<file path="config.mk">
export PLATFORM = sky130hd
export DESIGN_NAME = key_event_reg
export DESIGN_NICKNAME = d
export VERILOG_FILES = /design/src/rtl/key_event_reg.sv
export SDC_FILE = /design/constraint.sdc
export NUM_CORES = 1
export LEC_CHECK = 0
export BUFFER_PORTS_ARGS = -buffer_cell sky130_fd_sc_hd__buf_2
export CAP_MARGIN = 20
export CORE_MARGIN = 2
export CORE_UTILIZATION = 45
export CTS_CLUSTER_DIAMETER = 30
export DETAILED_ROUTE_END_ITERATION = 16
export PLACE_DENSITY_LB_ADDON = 0.15
export SLEW_MARGIN = 25
export SYNTH_ARGS = -nofsm -noshare
export SYNTH_HDL_FRONTEND = slang
export SYNTH_SLANG_ARGS = --single-unit
</file>
<file path="constraint.sdc">
create_clock -name clk -period 7.7 [get_ports clk]
set_input_delay 1.155 -clock clk [delete_from_list [all_inputs] [get_ports clk]]
set_output_delay 1.155 -clock clk [all_outputs]
set_load 0.005 [all_outputs]
</file>
<file path="src/rtl/key_event_reg.sv">
// key_event_reg: keypad input register.
// Synchronises and debounces NUM_KEYS raw key lines, exposes the lowest
// debounced key number, and queues key events in a small FIFO that the game
// FSM drains over a valid/ready handshake.
//
// Handshake: evt_valid is high whenever the queue holds an entry; the head
// entry (evt_key/evt_release) is consumed on every clock edge where
// evt_valid & evt_ready are both high, and is held steady otherwise.
//
// Build option: define KEY_RELEASE_EVT_EN to also queue release events.
// Without it only presses are queued and evt_release stays 0; the port list
// is the same in both builds.
module key_event_reg #(
  parameter int NUM_KEYS        = 4,
  parameter int KEY_W           = 4,
  parameter int DEBOUNCE_CYCLES = 16,
  parameter int FIFO_DEPTH      = 4
) (
  input  logic                          clk,
  input  logic                          reset,
  input  logic [NUM_KEYS-1:0]           pressed,
  output logic [KEY_W-1:0]              key,
  output logic [KEY_W-1:0]              evt_key,
  output logic                          evt_release,
  output logic                          evt_valid,
  input  logic                          evt_ready,
  output logic [$clog2(FIFO_DEPTH):0]   evt_count,
  output logic                          overflow,
  input  logic                          ovf_clr
);

  localparam int PTR_W = $clog2(FIFO_DEPTH);
  localparam int CW    = PTR_W + 1;
  localparam int DBW   = $clog2(DEBOUNCE_CYCLES);
  localparam int ENT_W = KEY_W + 1;   // {release, key}

  // Lowest set index of a key vector; all ones (NO_KEY) when the vector is empty.
  function automatic logic [KEY_W-1:0] lowest_idx(input logic [NUM_KEYS-1:0] v);
    lowest_idx = '1;
    for (int i = NUM_KEYS - 1; i >= 0; i--) begin
      if (v[i]) lowest_idx = KEY_W'(i);
    end
  endfunction

  logic [NUM_KEYS-1:0] sync1_q, sync1_d;
  logic [NUM_KEYS-1:0] s_q, s_d;
  logic [NUM_KEYS-1:0] s_prev_q, s_prev_d;
  logic [NUM_KEYS-1:0] stable_q, stable_d;
  logic [DBW-1:0]      cnt_q, cnt_d;
  logic [ENT_W-1:0]    mem_q [FIFO_DEPTH];
  logic [ENT_W-1:0]    mem_d [FIFO_DEPTH];
  logic [PTR_W-1:0]    wr_q, wr_d, rd_q, rd_d;
  logic [CW-1:0]       count_q, count_d;
  logic                ovf_q, ovf_d;
  logic [ENT_W-1:0]    head_q, head_d;

  logic                upd;
  logic [NUM_KEYS-1:0] rise;
  logic                push_req;
  logic [ENT_W-1:0]    push_ent;
  logic                pop, full, drop, push_ok;

  // Synchroniser chain and shared whole-vector debounce counter.
  always_comb begin
    sync1_d  = pressed;
    s_d      = sync1_q;
    s_prev_d = s_q;
    stable_d = stable_q;
    cnt_d    = cnt_q;
    upd      = 1'b0;
    if (s_q != s_prev_q || s_q == stable_q) begin
      cnt_d = '0;
    end else if (cnt_q == DBW'(DEBOUNCE_CYCLES - 1)) begin
      stable_d = s_q;
      cnt_d    = '0;
      upd      = 1'b1;
    end else begin
      cnt_d = cnt_q + DBW'(1);
    end
  end

  // Event generation on the edge the debounced vector changes; a press wins over a release.
  always_comb begin
    rise     = s_q & ~stable_q;
    push_req = 1'b0;
    push_ent = '0;
    if (upd && rise != '0) begin
      push_req = 1'b1;
      push_ent = {1'b0, lowest_idx(rise)};
    end
`ifdef KEY_RELEASE_EVT_EN
    else if (upd && (~s_q & stable_q) != '0) begin
      push_req = 1'b1;
      push_ent = {1'b1, lowest_idx(~s_q & stable_q)};
    end
`endif
  end

  // Event FIFO: push/pop bookkeeping, sticky overflow, registered head entry.
  always_comb begin
    mem_d   = mem_q;
    wr_d    = wr_q;
    rd_d    = rd_q;
    ovf_d   = ovf_q;
    pop     = (count_q != '0) && evt_ready;
    full    = (count_q == CW'(FIFO_DEPTH));
    drop    = push_req && full && !pop;
    push_ok = push_req && !drop;
    if (push_ok) begin
      mem_d[wr_q] = push_ent;
      wr_d        = wr_q + PTR_W'(1);
    end
    if (pop) rd_d = rd_q + PTR_W'(1);
    count_d = count_q + CW'(push_ok) - CW'(pop);
    if (ovf_clr) ovf_d = 1'b0;
    if (drop)    ovf_d = 1'b1;
    head_d = mem_d[rd_d];
  end

  // State registers, all cleared by the asynchronous reset.
  always_ff @(posedge clk or posedge reset) begin
    if (reset) begin
      sync1_q  <= '0;
      s_q      <= '0;
      s_prev_q <= '0;
      stable_q <= '0;
      cnt_q    <= '0;
      mem_q    <= '{default: '0};
      wr_q     <= '0;
      rd_q     <= '0;
      count_q  <= '0;
      ovf_q    <= 1'b0;
      head_q   <= '0;
    end else begin
      sync1_q  <= sync1_d;
      s_q      <= s_d;
      s_prev_q <= s_prev_d;
      stable_q <= stable_d;
      cnt_q    <= cnt_d;
      mem_q    <= mem_d;
      wr_q     <= wr_d;
      rd_q     <= rd_d;
      count_q  <= count_d;
      ovf_q    <= ovf_d;
      head_q   <= head_d;
    end
  end

  assign key         = lowest_idx(stable_q);
  assign evt_key     = head_q[KEY_W-1:0];
  assign evt_release = head_q[KEY_W];
  assign evt_valid   = (count_q != '0);
  assign evt_count   = count_q;
  assign overflow    = ovf_q;

endmodule
</file>
* Word level (Yosys, flattened, before mapping)
Index checks and enable logic that the tools add are counted.
Storage, ports and cells: register bits 53, output and inout bits 14, input bits 8, word-level logic and storage cells 68
Operators by class: bitwise gates (word level) 5, equal/unequal tests 4, add/subtract/negate cells 5, multiplexer cells 24, reductions and logical operators 13, $lt $le $gt $ge 3
Operator list (count):
- $mux W4 | 11
- $bwmux W20 | 1
- $mux W20 | 1
- $mux W5 | 3
- $bmux W5 S2 | 1
- $demux W5 S2 | 1
- $ge A3 B3 Y1 const B | 2
- $logic_and A1 B1 Y1 | 6
- $not A2 Y3 | 2
- $mux W1 | 5
- $add A2 B1 Y2 const B | 2
- $add A4 B1 Y4 const B | 1
- $and A4 B4 Y4 | 1
- $eq A4 B4 Y1 | 1
- $eq A4 B4 Y1 const B | 1
- $ne A4 B4 Y1 | 1
- $not A4 Y4 | 1
- $reduce_bool A4 Y1 | 1
- $add A3 B1 Y3 | 1
- $eq A3 B3 Y1 const B | 1
- $lt A3 B1 Y1 const B | 1
- $reduce_bool A3 Y1 | 1
- $sub A3 B1 Y3 | 1
- $logic_not A1 Y1 | 2
- other kinds (5) | 5

* Depth between registers and ports, before layout
depth after elaboration 13, mapped depth 13, depth with buffers taken out 13

* Least setup slack after synthesis
OpenSTA, ideal clock, no wires.
path type in2reg, start in evt_ready, end reg count_q[2] (netlist: evt_count[2]), path buffers 0, library setup time 0.127 ns, required time 7.573 ns, data arrival time 2.809 ns, path slack 4.764 ns, stages 10, cells stage by stage nor4b_4 -> nor4_4 -> inv_1 -> ha_1 -> inv_1 -> ha_1 -> inv_1 -> fa_1 -> xnor2_1 -> xnor2_1
On the way: word-level cells in the longest chain between the ends 7
Ends and longest elaborated chain:
- start: declaration | RTL line 26 | input logic evt_ready,
- $logic_and A1 B1 Y1 * | RTL line 105 | pop = (count_q != '0) && evt_ready;
- $logic_not A1 Y1 | RTL line 107 | drop = push_req && full && !pop;
- $logic_and A1 B1 Y1 | RTL line 107
- $logic_not A1 Y1 | RTL line 108 | push_ok = push_req && !drop;
- $logic_and A1 B1 Y1 | RTL line 108
- $add A3 B1 Y3 | RTL line 114 | count_d = count_q + CW'(push_ok) - CW'(pop);
- $sub A3 B1 Y3 * | RTL line 114
- net count_d[2] | RTL line 53 | logic [CW-1:0] count_q, count_d;
- end signal: assignment | RTL line 143 | count_q <= count_d;
- end: declaration | RTL line 53
Mark *: on every way through the listed nets, which the timed path passes. The rest lies on a longest branch. A chain may end at the register's enable or synchronous reset.

* Final worst setup path
start reg s_q[3] (netlist: s_prev_d[3]), end reg count_q[2] (netlist: evt_count[2])
On the way: word-level cells in the longest chain between the ends 11, elaborated cells on any way between the ends 14, classes of those cells 2 x add/sub; 2 x eq/ne; 2 x mux; 1 x bitwise; 7 x reduce/logical
Ends and longest elaborated chain:
- start: declaration | RTL line 46 | logic [NUM_KEYS-1:0] s_q, s_d;
- start signal: assignment | RTL line 124 | s_q <= '0;
- start signal: assignment | RTL line 136 | s_q <= s_d;
- $ne A4 B4 Y1 or $eq A4 B4 Y1 (tied branches) | RTL line 71 | if (s_q != s_prev_q || s_q == stable_q) begin
- $logic_or A1 B1 Y1 | RTL line 71
- $mux W1 | RTL line 71
- $logic_and A1 B1 Y1 * | RTL line 87 | if (upd && rise != '0) begin
- $mux W1 * | RTL line 87
- $logic_and A1 B1 Y1 (2 in series) | RTL line 107
- $logic_not A1 Y1 | RTL line 108
- $logic_and A1 B1 Y1 * | RTL line 108
- $add A3 B1 Y3 * | RTL line 114
- $sub A3 B1 Y3 * | RTL line 114
- net count_d[2] | RTL line 53
Marks and branches as above.

==> run_results.csv <==
group,metric,value,unit
outcome,outcome,"finished clean",
grt,grt_antenna_before_repair,0,
die,rows,27,
final_layout,final_common_cell,"dfrtp_1",
placed_design,gp_congestion,0.767,
power_and_ir_drop,p_comb_share,26.0,%
final_layout,fill_cells,482,
sta,fin_skew,6.59,ps
worst_setup_path,start_kind,"flip-flop",
clocking,clkTransAtPathRegs,90,ps
sta,post-route-min-period,3160,ps
worst_setup_path,critical_path_class,"flip-flop to flip-flop",
worst_setup_path,endpoint,"evt_count[2]",
synth,avgSynthCellArea,12.5,sq um
power_and_ir_drop,power,657,uW
worst_setup_path,critPathRequiredTime,7900,ps
worst_setup_path,reg2reg_depth,12,
drt,wl_per_cell,14.4,microns
final_layout,post-route-util,50.8,%
clocking,cts_max_path_buffers,2,
sta,finalHoldViolCount,0,
worst_setup_path,worstPathMaxFanout,12,
sta,fin_setup_tns,0,ps
power_and_ir_drop,power_frac_seq,49.7,%
synth,synth_nets,219,
synth,yosysTopAreaCell,"dfrtp_1",
sta,max_freq,0.316,GHz
drt,vias,1542,
sta,worst_pin_slew,662,ps
clocking,cts_inserted_buffers,5,
grt,grt_pass1_vias,1555,
final_layout,diodes,0,
power_and_ir_drop,p_clk_share,24.3,%
placed_design,io_buffers,21,
sta,slew_viol_final,0,
clocking,insertion_delay,310,ps
synth,synth_warnings,0,
worst_setup_path,crit_family,"adder cells",
worst_hold_path,hp-class,"flip-flop to flip-flop",
synth,ys_seq_area_share,53.1,%
worst_setup_path,end_kind,"flip-flop",
drt,first_iter_violations,102,
worst_setup_path,path_cells,"ha_1 -> nand4_1 -> nand2_1 -> nor4_4 -> inv_1 -> ha_1 -> inv_1 -> ha_1 -> inv_1 -> fa_1 -> xnor2_1 -> xnor2_1",
drt,wirelength,4280,microns
clocking,cts-root-buf,"clkbuf_8",
final_layout,nets,244,
clocking,post_cts_resized,0,
sta,fin_crit_sh,41.0,%
worst_setup_path,crit_path_start,"s_prev_d[3]",
grt,grt-ovfl-total,0,
synth,synth_area,2500,sq um
power_and_ir_drop,p_sw_share,33.6,%
final_layout,most-common-layout-cells,"dfrtp_1, buf_2, inv_1, nand2_1, and2_1",
synth,ys.flop_type,"dfrtp_1",
grt,grt_max_degree,54,
power_and_ir_drop,internal-power,436,uW
worst_setup_path,crit_buf_inv,3,
die,die_h,78.5,microns
power_and_ir_drop,irDropWorstVdd,102,uV
worst_setup_path,r2r_slack,4540,ps
placed_design,dp_hpwl,3050,microns
die,start_util,45.9,%
synth,netlist_top_cells_area,"dfrtp_1, ha_1, mux2i_1",
clocking,postCtsHoldBufs,0,
clocking,cts_max_level,2,
final_layout,drive_gt1_share,24.9,%
clocking,clock-sinks,53,
synth,synth_edf_count,0,
power_and_ir_drop,power.net_switching,221,uW
worst_setup_path,arrival,3360,ps
die,die_w,78.5,microns
sta,rsz0062_at_grt,"no",
synth,async_reset_ff_share,100,%
die,core_area,5440,sq um
sta,slew_headroom,55.9,%
drt,drc,0,
power_and_ir_drop,powerDensity,238,nW/um^2
worst_setup_path,rr_startpoint,"s_prev_d[3]",
worst_setup_path,r2r_end,"evt_count[2]",
grt,grt_pass1_wl,7690,microns
sta,setup-violations-final,0,
synth,ys_seq_elements,53,
synth,synth_top_area_share,53.1,%
power_and_ir_drop,p_leak,1.22,nW
drt,dr.pass1.iters,4,
final_layout,syn_to_final_growth,10.6,%
die,io_pins,22,
grt,grt_usage,16.1,%
drt,ant_nets,0,
clocking,cts_tree,"yes",
worst_setup_path,cpMaxStageDelayCell,"nor4_4",
synth,synthCells,199,
worst_setup_path,cp.depth,12,
job,cap_violations,0,
synth,synth_cell_types,43,
worst_setup_path,cp_slowest_stage_delay,510,ps
drt,viasPerCell,5.19,
clocking,cts_setup_buffers,0,
die,dieArea,6160,sq um
[how the worst min path moves through the flow]
stage                       from     endpoint  cells past startpoint
after detailed placement  s_d[2]  s_prev_d[2]                      0
after global placement    s_d[0]  s_prev_d[0]                      0
after CTS                 s_d[2]  s_prev_d[2]                      0
final                     s_d[2]  s_prev_d[2]                      0
after global routing      s_d[2]  s_prev_d[2]                      0
after floorplan           s_d[0]  s_prev_d[0]                      0
[sequential cells by signal, indices dropped and copies added, names as in the netlist]
register,cells
cnt_q,4
evt_count,3
head_q,5
mem_q,20
overflow,1
rd_q,2
s_d,4
s_prev_d,4
s_prev_q,4
stable_q,4
wr_q,2
[power groups by stage]
| stage | logic, mW | registers [mW] | clock network [mW] |
|---|---|---|---|
| 2_1_floorplan | 0.125 | 0.329 | 0 |
| 3_3_place_gp | 0.172 | 0.332 | 0 |
| 3_5_place_dp | 0.172 | 0.333 | 0 |
| 4_1_cts | 0.173 | 0.328 | 0.166 |
| 5_1_grt | 0.191 | 0.330 | 0.178 |
| 6_report | 0.171 | 0.327 | 0.159 |
[worst register-to-register path, delay by kind of cell (launching register included)]
family | cells | cell delay, ps
DFF | 1 | 450
xor gates and xnor gates | 2 | 280
and+or+nand+nor | 3 | 890
buffers and inverters | 3 | 280
adders and majority gates | 4 | 1170
[logic make-up after synthesis]
logic type | share of synthesized area, %
compound gates | 9.32
xor+xnor | 5.36
fa+ha+maj | 6.32
buf+inv | 3.51
flops | 53.1
mux | 5.01
simple gates | 17.3
[per-layer routing]
layer  up-vias  global-route usage (%)  wire (microns)
met5         -                       0               0
met3         5                    4.25             134
met4         0                    6.32              69
met2        30                    23.5            1900
li1        768                       -               -
met1       739                    23.0            2170
[through the flow]
stage	cells	hold WS, ps	area [sq um]	worst slack, ps
6_report	297	357	2760	4540
3_5_place_dp	289	337	2670	4250
5_1_grt	297	365	2760	4250
4_1_cts	297	360	2760	4500
2_1_floorplan	199	331	2500	4760
3_3_place_gp	289	332	2670	4290
[layout make-up]
cell class	instances	area [sq um]	share of cell area, %
clock buffers	5	68.8	2.49
flip-flops and latches	53	1330	48.0
multi-input cells	126	1080	39.2
repair buffers	22	113	4.08
clock inverters	3	21.3	0.770
well taps	72	90.1	3.26
inverters	16	60.1	2.17
[synth_stat cells, types with 2 or more instances]
library cell and count:
nor3_1 2, dfrtp_1 53, nor4_4 2, o21ai_1 2, a211oi_1 4, o22ai_1 4, nor3b_1 3, and2_1 12
mux2_2 4, mux2i_1 8, xnor2_1 4, or4_1 2, a21boi_0 4, nand3_1 2, a21o_1 3, a31o_2 4
inv_1 15, xor2_1 2, nand2_1 12, nor4b_4 2, nor4_1 7, buf_4 3, a21oi_1 2, xnor2_2 4
a311oi_1 4, nand4_1 6, nor2_1 3, ha_1 11
Power figures use the tool's default switching activity.
